--- config.mk ---
export PLATFORM = sky130hd
export DESIGN_NAME = mole_scheduler
export DESIGN_NICKNAME = d
export VERILOG_FILES = /design/src/rtl/mole_pkg.sv /design/src/rtl/mole_lfsr.sv /design/src/rtl/mole_scheduler.sv
export SDC_FILE = /design/constraint.sdc
export NUM_CORES = 1
export LEC_CHECK = 0
export BUFFER_PORTS_ARGS = -buffer_cell sky130_fd_sc_hd__clkbuf_2
export CAP_MARGIN = 10
export CORE_MARGIN = 1.5
export CORE_UTILIZATION = 60
export DETAILED_ROUTE_END_ITERATION = 12
export PLACE_DENSITY = 0.91
export SYNTH_ARGS = -nofsm -noshare
export SYNTH_HDL_FRONTEND = slang
export SYNTH_SLANG_ARGS = --single-unit
--- constraint.sdc ---
create_clock -name clk -period 3.8 [get_ports clk]
set_input_delay 0.76 -clock clk [delete_from_list [all_inputs] [get_ports clk]]
set_output_delay 0.76 -clock clk [all_outputs]
set_load 0.005 [all_outputs]
--- src/rtl/mole_pkg.sv ---
// Shared types and constants for the whack-a-mole scheduler.
package mole_pkg;

    typedef enum logic [2:0] {
        ST_IDLE  = 3'd0,
        ST_SPAWN = 3'd1,
        ST_UP    = 3'd2,
        ST_GAP   = 3'd3,
        ST_OVER  = 3'd4
    } state_t;

    localparam int         NUM_MOLES = 18;
    // Fibonacci taps for x^8+x^6+x^5+x^4+1 (state bits 7,5,4,3)
    localparam logic [7:0] LFSR_TAPS = 8'hB8;
    localparam logic [7:0] LFSR_SEED = 8'h01;

    function automatic logic [7:0] sat_inc(input logic [7:0] v);
        return (v == 8'hFF) ? v : v + 8'd1;
    endfunction

endpackage

--- src/rtl/mole_lfsr.sv ---
// Free-running 8-bit LFSR and mapping of its low bits to a mole position
// that never repeats the previous one.
module mole_lfsr
    import mole_pkg::*;
(
    input  logic       clk,
    input  logic       rst,
    input  logic [4:0] prev_pos,
    output logic [4:0] pos_next
);

    localparam logic [4:0] MOLES = 5'(NUM_MOLES);
    localparam logic [4:0] LAST  = 5'(NUM_MOLES - 1);

    logic [7:0] lfsr;
    logic [4:0] wrapped;

    // LFSR advances every cycle, independent of game state
    always_ff @(posedge clk or posedge rst) begin
        if (rst) begin
            lfsr <= LFSR_SEED;
        end else begin
            lfsr <= {lfsr[6:0], ^(lfsr & LFSR_TAPS)};
        end
    end

    // fold 0..31 into 0..17, then step past the previous position
    always_comb begin
        wrapped = (lfsr[4:0] >= MOLES) ? lfsr[4:0] - MOLES : lfsr[4:0];
        if (wrapped == prev_pos) begin
            pos_next = (wrapped == LAST) ? 5'd0 : wrapped + 5'd1;
        end else begin
            pos_next = wrapped;
        end
    end

endmodule

--- src/rtl/mole_scheduler.sv ---
// Game sequencer: lights one of 18 moles at a time, scores hits, counts down
// game time. Define MOLE_SPEEDUP_EN to shorten the up time every 8th hit.
module mole_scheduler
    import mole_pkg::*;
#(
    parameter int TICK_DIV   = 2_500_000,
    parameter int UP_TICKS   = 20,
    parameter int GAP_TICKS  = 4,
    parameter int GAME_TICKS = 200
) (
    input  logic        clk,
    input  logic        rst,
    input  logic        start,
    input  logic        hit,
    output logic [17:0] ledr,
    output logic [7:0]  score,
    output logic [7:0]  time_left,
    output logic        game_over
);

    localparam int               PW         = (TICK_DIV > 2) ? $clog2(TICK_DIV) : 1;
    localparam logic [PW-1:0]    PRESC_LAST = PW'(TICK_DIV - 1);
    localparam logic [7:0]       UP_INIT    = 8'(UP_TICKS);
    localparam logic [7:0]       GAP_INIT   = 8'(GAP_TICKS);
    localparam logic [7:0]       GAME_INIT  = 8'(GAME_TICKS);

    state_t        state;
    logic [PW-1:0] presc;
    logic [7:0]    up_cnt;
    logic [7:0]    gap_cnt;
    logic [7:0]    up_reload;
    logic [4:0]    pos;
    logic [4:0]    pos_next;
    logic          tick;
    logic          in_game;
    logic          new_game;
    logic          game_end;

    assign tick     = (presc == PRESC_LAST);
    assign in_game  = (state == ST_SPAWN) || (state == ST_UP) || (state == ST_GAP);
    assign new_game = ((state == ST_IDLE) || (state == ST_OVER)) && start;
    assign game_end = in_game && tick && (time_left == 8'd1);

    mole_lfsr u_lfsr (
        .clk      (clk),
        .rst      (rst),
        .prev_pos (pos),
        .pos_next (pos_next)
    );

    // tick prescaler, realigned at the start of every game
    always_ff @(posedge clk or posedge rst) begin
        if (rst) begin
            presc <= '0;
        end else if (new_game || tick) begin
            presc <= '0;
        end else begin
            presc <= presc + 1'b1;
        end
    end

`ifdef MOLE_SPEEDUP_EN
    logic [7:0] up_time;

    // every 8th scored hit trims one tick off the mole up time, floor 2
    always_ff @(posedge clk or posedge rst) begin
        if (rst) begin
            up_time <= UP_INIT;
        end else if (new_game) begin
            up_time <= UP_INIT;
        end else if ((state == ST_UP) && hit && (score[2:0] == 3'd7) &&
                     (score != 8'hFF) && (up_time > 8'd2)) begin
            up_time <= up_time - 8'd1;
        end else begin
            up_time <= up_time;
        end
    end

    assign up_reload = up_time;
`else
    assign up_reload = UP_INIT;
`endif

    // game FSM with registered outputs
    always_ff @(posedge clk or posedge rst) begin
        if (rst) begin
            state     <= ST_IDLE;
            ledr      <= 18'd0;
            score     <= 8'd0;
            time_left <= 8'd0;
            game_over <= 1'b0;
            up_cnt    <= 8'd0;
            gap_cnt   <= 8'd0;
            pos       <= 5'd31;
        end else if (game_end) begin
            // a hit on the final tick still counts
            if ((state == ST_UP) && hit) begin
                score <= sat_inc(score);
            end else begin
                score <= score;
            end
            time_left <= 8'd0;
            ledr      <= 18'd0;
            game_over <= 1'b1;
            state     <= ST_OVER;
        end else begin
            if (in_game && tick) begin
                time_left <= time_left - 8'd1;
            end else begin
                time_left <= time_left;
            end
            case (state)
                ST_IDLE, ST_OVER: begin
                    if (start) begin
                        score     <= 8'd0;
                        time_left <= GAME_INIT;
                        game_over <= 1'b0;
                        ledr      <= 18'd0;
                        state     <= ST_SPAWN;
                    end else begin
                        state <= state;
                    end
                end
                ST_SPAWN: begin
                    pos    <= pos_next;
                    ledr   <= 18'd1 << pos_next;
                    up_cnt <= up_reload;
                    state  <= ST_UP;
                end
                ST_UP: begin
                    if (hit) begin
                        score   <= sat_inc(score);
                        ledr    <= 18'd0;
                        gap_cnt <= GAP_INIT;
                        state   <= ST_GAP;
                    end else if (tick && (up_cnt <= 8'd1)) begin
                        ledr    <= 18'd0;
                        gap_cnt <= GAP_INIT;
                        state   <= ST_GAP;
                    end else if (tick) begin
                        up_cnt <= up_cnt - 8'd1;
                    end else begin
                        up_cnt <= up_cnt;
                    end
                end
                ST_GAP: begin
                    if (tick && (gap_cnt <= 8'd1)) begin
                        state <= ST_SPAWN;
                    end else if (tick) begin
                        gap_cnt <= gap_cnt - 8'd1;
                    end else begin
                        gap_cnt <= gap_cnt;
                    end
                end
                default: begin
                    ledr  <= 18'd0;
                    state <= ST_IDLE;
                end
            endcase
        end
    end

endmodule

==> results by group, run 1 <==
Timing
  – Final Hold Vio Count: 0
  – Fin Clk Skew: 0.01422 ns
  – Fin crit period: 3.397 ns
  – Slew @ Worst Pin: 0.7835 ns
  – Post-route clock period utilization: 0.8940
  – Slew margin rel.: 0.4694
  – Setup tns final: 0 ns
  – Fin. max-slew vios: 0
  – RSZ-0062 raised after global routing: no
  – Final setup viols: 0
  – Fmax: 294.3 MHz

Synthesis
  – Register area share after synthesis: 0.4734
  – Netlist cell types: 65
  – Post-synthesis sequential element count: 89
  – Synth Instances: 495
  – Number of synthesized flops with an enable pin: 0
  – Post-synth top cells: 83 x dfrtp_1, 58 x nor2_1, 53 x nand2_1
  – YS warnings: 0
  – Synth area leader: dfrtp_1
  – Syn Area/Cell: 9.537 um^2
  – Mapped Area: 0.004721 mm^2
  – Syn nets: 510
  – Ys async rst share: 1.000
  – Most common flop cell mapped by yosys: dfrtp_1
  – Count leader, synth: dfrtp_1
  – Yosys top cell area share: 0.4400
  – Area contributors post-synth: dfrtp_1 44%, nor2_1 4.6%, nand2_1 4.2%

Worst setup path
  – Crit path capture: ledr[6]
  – R2R Path Start: u_lfsr.lfsr[1]
  – Critical path's slowest cell: o311ai_1
  – Critical Path Sink Type: register
  – CP arrival: 3.70 ns
  – Crit path launch type: register
  – Required time of the critical path: 4.10 ns
  – Flop2flop setup slack: 0.40 ns
  – Reg-to-Reg End: ledr[6]
  – Crit path kind: register to register
  – R2R depth: 9
  – Critical Path, Cell by Cell: inv_1, ha_1, nand2b_1, o211a_1, o311ai_1, o2111ai_2, or3_1, mux2i_1, a32o_1
  – Largest stage delay on the critical path: 0.70 ns
  – Crit path launch: u_lfsr.lfsr[1]
  – Worst-path fanout max: 10

Floorplan
  – Num rows: 32
  – Initial Utilization: 0.6141
  – Chip Height: 91.70 um
  – Die ar.: 0.008409 mm^2
  – Core Footprint: 0.007687 mm^2
  – Io pins: 39
  – Die Width: 91.70 um

Min path
  – Hold path start: u_lfsr.lfsr[6]
  – Hold/Removal Path Class: register to register
  – Hold Crit Depth: 0

Job
  – Max Cap Viol: 0

Power and ir drop
  – Lkg Pwr: 2.301 nW
  – Sequential share of power: 0.588
  – VDD IR max: 0.2845 mV
  – Logic pwr share: 0.037
  – Clock power share: 0.375
  – Total chip power: 1.641 mW
  – Sw Ratio: 0.2456
  – Power Density: 315.6 mW/mm^2
  – P_sw: 0.4029 mW
  – Pint: 1.238 mW

Cells and area
  – Diode count: 0
  – Layout Area Growth over Synthesis: 10.10%
  – Final #Nets: 549
  – Fin cells: 641
  – Final core occ: 0.6761
  – Share of layout cells above drive strength 1: 0.1614

Clocking
  – Root Buffer: clkbuf_8
  – Post-CTS resize count: 0
  – TritonCTS Buffers: 9
  – Hold buffers post-CTS: 0
  – Clk sink count: 89
  – H-tree depth: 3
  – Postcts setup bufs: 0
  – CTS tree: done
  – Reg clk slew, reported paths: 0.09 ns
  – Clk Latency, worst-skew pair: 0.36 ns
  – CTS Buffer Depth: 2

Drt
  – Antenna-violating nets left: 0
  – Highest Signal Layer: met4
  – Met1 WL: 4215 um
  – DR pass1 iterations: 5
  – Detailed-route wire length: 9966 um
  – Via count: 3901
  – WL/cell: 15.55 um
  – DRC: 0
  – Vias per inst: 6.086
  – DR iter-0 viols: 264
  – DR WL met2: 5043 um
  – WL met3: 492 um

Global route
  – Vias in the first global route: 3726
  – Grt ovf: 0
  – Antenna violations before repair: 0
  – First-pass GRT wire length: 16680 um
  – Largest net degree at the start of global routing: 48
  – GRT Util Overall: 0.2468

Place
  – Dpl hpwl: 7138 um
  – Gpl congestion: 0.8500
  – Port bufs: 38
  – Cells after DPL: 624

Status
  – Status: complete, no violations
## cells in the final DEF (no fill, tap or decap), drive strengths merged, types with 3 or more instances in the layout
cell type	synthesis	layout
or2	8	8
nand2b	10	10
dfrtp	83	83
nor2b	6	6
and3	7	7
nor3	13	13
o21a	4	4
clkbuf	12	48
dfstp	6	6
o21ai	30	30
clkinv	0	3
ha	11	11
nor4b	3	3
o211ai	3	3
nor4	9	9
nand2	53	53
nand3	13	13
or3	7	7
mux2i	5	5
a211oi	3	3
a21oi	18	18
xnor2	20	20
o31ai	4	4
inv	18	19
a32o	4	4
or4	4	4
and2	4	4
a21o	4	4
a22o	7	7
nand4	13	13
xor2	20	20
buf	3	5
nor2	58	58
## power by group through the flow
| stage | combinational, mW | sequential, mW | clock, mW |
|---|---|---|---|
| floorplan | 0.0407 | 0.981 | 0 |
| global placement | 0.0580 | 0.982 | 0 |
| detailed placement | 0.0615 | 0.982 | 0 |
| CTS | 0.0630 | 0.964 | 0.628 |
| global route | 0.0702 | 0.965 | 0.662 |
| finish | 0.0615 | 0.964 | 0.615 |
## kinds of logic (layout without fill, tap and decap cells)
kind of cell | Yosys count | count (layout) | synth area share
AND/OR/NAND/NOR | 217 | 217 | 0.2377
AO/OA/AOI/OAI | 98 | 98 | 0.1415
flip-flops | 89 | 89 | 0.4734
XOR/XNOR | 40 | 40 | 0.07421
buffers and inverters | 33 | 77 | 0.02862
adder cells (fa/ha/maj) | 11 | 11 | 0.02915
multiplexers | 7 | 7 | 0.01537
## critical path, delay by kind of cell, from the launching register on
kind / cells / cell delay (ns)
compound gates: 4 / 1.59
mux: 1 / 0.28
fa+ha+maj: 1 / 0.22
buf+inv: 1 / 0.14
flops: 1 / 0.48
simple gates: 2 / 0.62
## sequential cells by signal, summed over array words and instances, names as in the netlist
name / cells
game_over: 1
state: 3
gap_cnt: 8
pos: 5
up_cnt: 8
ledr: 18
score: 8
u_lfsr.lfsr: 8
presc: 22
time_left: 8
## metrics by stage
step	instance area [um^2]	setup WS, ns	hold WS, ns
2_1_floorplan	4721	0.7430	0.3312
3_5_place_dp	5002	0.5128	0.3443
5_1_grt	5197	0.2400	0.3417
6_report	5197	0.4027	0.3366
4_1_cts	5190	0.5029	0.3359
3_3_place_gp	5002	0.7114	0.3341
## routing by layer
metal,track usage,up-vias
met1,0.3138,1903
met4,0.1013,0
met3,0.04975,27
li1,-,1834
met2,0.4136,137
met5,0,-
## cell type report
type,instances,area (um^2)
flip-flops and latches,89,2235
clock buffers,10,137.6
clock inverters,6,50.05
fillers,581,2490
multi-input cells,373,2351
inverters,18,68.82
repair buffers,43,227.7
well taps,102,127.6
## worst min path at each step
stage / endpoint / slack [ns]
floorplan: u_lfsr.lfsr[7] / 0.33
global placement: u_lfsr.lfsr[7] / 0.33
detailed placement: u_lfsr.lfsr[7] / 0.34
CTS: u_lfsr.lfsr[7] / 0.34
global route: u_lfsr.lfsr[7] / 0.34
finish: u_lfsr.lfsr[7] / 0.34
No activity file was read; power rests on OpenSTA's default activity.
==> run 2: changes to the inputs <==
--- a/config.mk
+++ b/config.mk
@@ -8,9 +8,10 @@
 export BUFFER_PORTS_ARGS = -buffer_cell sky130_fd_sc_hd__clkbuf_2
 export CAP_MARGIN = 10
 export CORE_MARGIN = 1.5
-export CORE_UTILIZATION = 60
+export CORE_UTILIZATION = 62
+export CTS_BUF_LIST = sky130_fd_sc_hd__clkbuf_8
 export DETAILED_ROUTE_END_ITERATION = 12
-export PLACE_DENSITY = 0.91
+export PLACE_DENSITY = 0.93
 export SYNTH_ARGS = -nofsm -noshare
 export SYNTH_HDL_FRONTEND = slang
 export SYNTH_SLANG_ARGS = --single-unit
==> constraint.sdc (replaced) <==
create_clock -name clk -period 3.6 [get_ports clk]
set_input_delay 0.72 -clock clk [delete_from_list [all_inputs] [get_ports clk]]
set_output_delay 0.72 -clock clk [all_outputs]
set_load 0.005 [all_outputs]
==> results by group, run 2 (same netlist as run 1, synthesis figures left out) <==
Status
  – Status: complete, no violations

Worst setup path
  – Worst-path fanout max: 10
  – Critical path's slowest cell: a2111oi_2
  – Buf+Inv Stages, Crit Path: 1
  – Critical Path, Cell by Cell: inv_1, ha_1, o21ai_0, a211oi_1, a2111oi_2, o2111ai_2, or3_1, mux2i_1, a32o_1
  – Crit path launch type: register
  – Crit path kind: register to register
  – WP depth: 9
  – Critical Path Sink Type: register
  – Largest stage delay on the critical path: 0.66 ns
  – CP arrival: 3.54 ns
  – CP delay by family, top: compound AO/OA/AOI/OAI gates
  – R2R depth: 9
  – Required time of the critical path: 3.89 ns

Floorplan
  – Io pins: 39
  – Chip Height: 90.26 um
  – Initial Utilization: 0.6474
  – Die ar.: 0.008147 mm^2
  – Num rows: 31
  – Core Footprint: 0.007292 mm^2
  – Die Width: 90.26 um

Cells and area
  – Largest regs: presc: 22 flops, ledr: 18 flops
  – Final core occ: 0.7246
  – Commonest non-fill, non-tap cells in the layout: 83 x dfrtp_1, 58 x nor2_1, 53 x nand2_1
  – Fin cells: 639
  – Diode count: 0
  – Final #Nets: 550
  – Fill cell count: 535
  – Layout Area Growth over Synthesis: 11.93%
  – Multi-input gate area: 0.002351 mm^2
  – Largest Register: presc
  – Register area: 0.002235 mm^2
  – Commonest non-fill, non-tap cell in the layout: dfrtp_1
  – Max reg flops: 22
  – Share of layout cells above drive strength 1: 0.1630

Global route
  – GRT Util Overall: 0.2650
  – Grt ovf: 0
  – First-pass GRT wire length: 17500 um
  – Largest net degree at the start of global routing: 64
  – Vias in the first global route: 3725
  – Antenna violations before repair: 0

Place
  – Gpl congestion: 0.8729
  – Cells after DPL: 623
  – Port bufs: 38
  – Dpl hpwl: 7047 um

Timing
  – Slew margin rel.: 0.2268
  – Final setup viols: 0
  – Setup tns final: 0 ns
  – Fmax: 307.9 MHz
  – Fin crit period: 3.248 ns
  – Fin Clk Skew: 0.01389 ns
  – Hold Slack: 0.3633 ns
  – RSZ-0062 raised after global routing: no
  – Final Hold Vio Count: 0
  – Slew @ Worst Pin: 1.157 ns
  – Fin. max-slew vios: 0
  – Post-route clock period utilization: 0.9023

Clocking
  – Clk sink count: 89
  – Reg clk slew, reported paths: 0.09 ns
  – H-tree depth: 3
  – Root Buffer: clkbuf_8
  – TritonCTS Buffers: 9
  – Postcts setup bufs: 0
  – Post-CTS resize count: 0
  – CTS tree: done
  – Hold buffers post-CTS: 0
  – Clk Latency, worst-skew pair: 0.36 ns
  – CTS Buffer Depth: 2

Drt
  – DR pass1 iterations: 5
  – Detailed-route wire length: 10120 um
  – DRC: 0
  – WL/cell: 15.83 um
  – Antenna-violating nets left: 0
  – Vias per inst: 6.011
  – Via count: 3841
  – DR iter-0 viols: 301

Power and ir drop
  – Total chip power: 1.991 mW
  – VDD IR max: 0.3272 mV
  – Power Density: 376.8 mW/mm^2
  – Lkg Pwr: 2.352 nW

Job
  – Max Cap Viol: 0

Min path
  – Hold Crit Depth: 0
  – Hold/Removal Path Class: register to register
## run 2: area by class of cell
cell class / count / share of cell area
clock buffer: 9 / 0.02344
inverter: 18 / 0.01302
multi-input combinational: 373 / 0.4449
clock inverter: 7 / 0.02771
tap: 99 / 0.02344
timing repair buffer: 44 / 0.04452
sequential: 89 / 0.4229
## run 2: power breakdown
part	switching, mW	total, mW	internal [mW]
sequential	0.0103	1.02	1.01
clock	0.368	0.907	0.539
combinational	0.0444	0.0659	0.0216
total	0.423	1.99	1.57
## run 2: worst register-to-register path, delay by kind of cell (launching register included)
kind                     cells  cell delay (ns)
AO/OA/AOI/OAI                5             1.57
adder cells (fa/ha/maj)      1             0.26
buffers and inverters        1             0.12
flip-flops                   1             0.49
multiplexers                 1             0.32
AND/OR/NAND/NOR              1             0.44
## run 2: layer usage
layer | part of all wire | vias up | global-route usage
met5 | 0 | - | 0
met4 | 0.019 | 0 | 0.08995
met3 | 0.044 | 20 | 0.06397
met2 | 0.51 | 122 | 0.4457
met1 | 0.43 | 1868 | 0.3363
li1 | - | 1831 | -
## run 2: final timing paths
kind | from | to | slack, ns
max | u_lfsr.lfsr[1] | ledr[10] | 0.35
min | u_lfsr.lfsr[6] | u_lfsr.lfsr[7] | 0.36
max reg2reg | u_lfsr.lfsr[1] | ledr[10] | 0.35
min reg2reg | u_lfsr.lfsr[6] | u_lfsr.lfsr[7] | 0.36
max in group asynchronous | rst | score[4] | 2.27
min in group asynchronous | rst | u_lfsr.lfsr[5] | 0.56
## run 2: stage by stage
| step | area [um^2] | setup slack [ns] |
|---|---|---|
| 6_report | 5284 | 0.3518 |
| 2_1_floorplan | 4721 | 0.5830 |
| 4_1_cts | 5284 | 0.4221 |
| 5_1_grt | 5284 | 0.03921 |
| 3_5_place_dp | 5014 | 0.4331 |
| 3_3_place_gp | 5014 | 0.5706 |
==> run 3: changes to the inputs <==
--- a/config.mk
+++ b/config.mk
@@ -6,12 +6,13 @@
 export NUM_CORES = 1
 export LEC_CHECK = 0
 export BUFFER_PORTS_ARGS = -buffer_cell sky130_fd_sc_hd__clkbuf_2
-export CAP_MARGIN = 10
+export CAP_MARGIN = 20
+export CORE_ASPECT_RATIO = 0.9
 export CORE_MARGIN = 1.5
-export CORE_UTILIZATION = 62
-export CTS_BUF_LIST = sky130_fd_sc_hd__clkbuf_8
+export CORE_UTILIZATION = 60
+export CTS_BUF_LIST = sky130_fd_sc_hd__clkbuf_16
 export DETAILED_ROUTE_END_ITERATION = 12
-export PLACE_DENSITY = 0.93
+export PLACE_DENSITY = 0.91
 export SYNTH_ARGS = -nofsm -noshare
 export SYNTH_HDL_FRONTEND = slang
 export SYNTH_SLANG_ARGS = --single-unit
==> results by group, run 3 (same netlist as run 1, synthesis figures left out) <==
Status
  – Status: complete, no violations

Power and ir drop
  – VDD IR max: 0.4068 mV
  – Lkg Pwr: 2.401 nW
  – Power Density: 402.7 mW/mm^2
  – Total chip power: 2.176 mW

Floorplan
  – Io pins: 39
  – Core Footprint: 0.007582 mm^2
  – Initial Utilization: 0.6226
  – Die Width: 96.50 um
  – Die ar.: 0.008410 mm^2
  – Num rows: 30
  – Chip Height: 87.15 um

Drt
  – DR pass1 iterations: 7
  – Via count: 4007
  – Antenna-violating nets left: 0
  – Vias per inst: 6.300
  – DR iter-0 viols: 367
  – DRC: 0
  – Detailed-route wire length: 10720 um
  – WL/cell: 16.85 um

Cells and area
  – Share of layout cells above drive strength 1: 0.1648
  – Multi-input gate area: 0.002371 mm^2
  – Max reg flops: 22
  – Largest Register: presc
  – Diode count: 0
  – Commonest non-fill, non-tap cell in the layout: dfrtp_1
  – Commonest non-fill, non-tap cells in the layout: 83 x dfrtp_1, 58 x nor2_1, 53 x nand2_1
  – Design area: 0.005404 mm^2
  – Register area: 0.002235 mm^2
  – Largest regs: presc: 22 flops, ledr: 18 flops
  – Layout Area Growth over Synthesis: 14.47%
  – Final #Nets: 550
  – Fill cell count: 515
  – Fin cells: 636
  – Final core occ: 0.7127

Clocking
  – Clk Latency, worst-skew pair: 0.34 ns
  – CTS Buffer Depth: 2
  – H-tree depth: 3
  – CTS tree: done
  – TritonCTS Buffers: 9
  – Root Buffer: clkbuf_16
  – Clk sink count: 89
  – Reg clk slew, reported paths: 0.06 ns
  – Hold buffers post-CTS: 0

Place
  – Cells after DPL: 618
  – Gpl congestion: 0.8709
  – Port bufs: 38
  – Pre-CTS worst setup slack: 0.2212 ns
  – Post-placement cell area: 0.005007 mm^2
  – Dpl hpwl: 7078 um

Global route
  – GRT Util Overall: 0.2659
  – Grt ovf: 0
  – Largest net degree at the start of global routing: 58
  – First-pass GRT wire length: 17290 um
  – Antenna violations before repair: 0
  – Vias in the first global route: 3640

Job
  – Max Cap Viol: 0

Timing
  – Final Hold Vio Count: 0
  – Fin Clk Skew: 0.008551 ns
  – Fmax: 295.4 MHz
  – Fin crit period: 3.385 ns
  – Setup tns final: 0 ns
  – Fin. max-slew vios: 0
  – Slew margin rel.: 0.5235
  – Final WS setup: 0.2149 ns
  – Final setup viols: 0
  – RSZ-0062 raised after global routing: no
  – Post-route clock period utilization: 0.9403
  – Hold Slack: 0.2876 ns
  – Slew @ Worst Pin: 0.7083 ns

Worst setup path
  – Crit path launch type: register
  – Critical Path Sink Type: register
  – Critical Path, Cell by Cell: ha_1, nand4_2, or4b_1, nor4_1, nor4b_1, nand2_1, xor2_1, a21oi_1
  – Crit path kind: register to register
  – Critical path's slowest cell: or4b_1
  – Worst-path fanout max: 6
  – Largest stage delay on the critical path: 0.68 ns
  – CP arrival: 3.65 ns
  – Required time of the critical path: 3.86 ns
  – Flop2flop setup slack: 0.21 ns

Min path
  – Hold/Removal Path Class: input pin to asynchronous set/reset pin
==> run 3: path summary, 6_finish.rpt <==
| kind | to | cells after the start | from |
|---|---|---|---|
| max in group asynchronous | gap_cnt[5] | 4 | rst |
| min in group clk | u_lfsr.lfsr[7] | 0 | u_lfsr.lfsr[6] |
| min reg2reg | u_lfsr.lfsr[7] | 0 | u_lfsr.lfsr[6] |
| max reg2reg | time_left[7] | 8 | presc[0] |
| max | time_left[7] | 8 | presc[0] |
| min | presc[16] | 2 | rst |
==> run 3: where the power goes <==
group          leakage [nW]  internal [mW]  switching (mW)
sequential             1.12           1.01         0.00999
combinational          1.11         0.0245          0.0430
clock                 0.172          0.687           0.403
total                  2.40           1.72           0.456
==> run 3: layout make-up <==
type,instances,area share
clock buffer,9,0.04168
multi-input combinational,373,0.4388
clock inverter,7,0.02292
inverter,18,0.01273
sequential,89,0.4135
timing repair buffer,44,0.04816
tap,96,0.02223
==> run 3: timing repair <==
item                                    4_1_cts  5_1_grt
endpoints found under the setup margin        0       11
resized for setup                             0        2
setup buffers                                 0        0
==> run 3: layer usage <==
layer  part of all wire  GRT usage  vias to the layer above
met2               0.50     0.4291                      178
met5                  0          0                        -
li1                   -          -                     1837
met4              0.025     0.1041                        0
met1               0.42     0.3459                     1947
met3              0.061    0.06283                       45
==> run 3: critical path, delay by kind of cell, from the launching register on <==
kind / cells / cell delay, ns
and+or+nand+nor: 5 / 2.35
DFF: 1 / 0.38
xor gates and xnor gates: 1 / 0.19
adders and majority gates: 1 / 0.24
AOI/OAI and AO/OA: 1 / 0.15
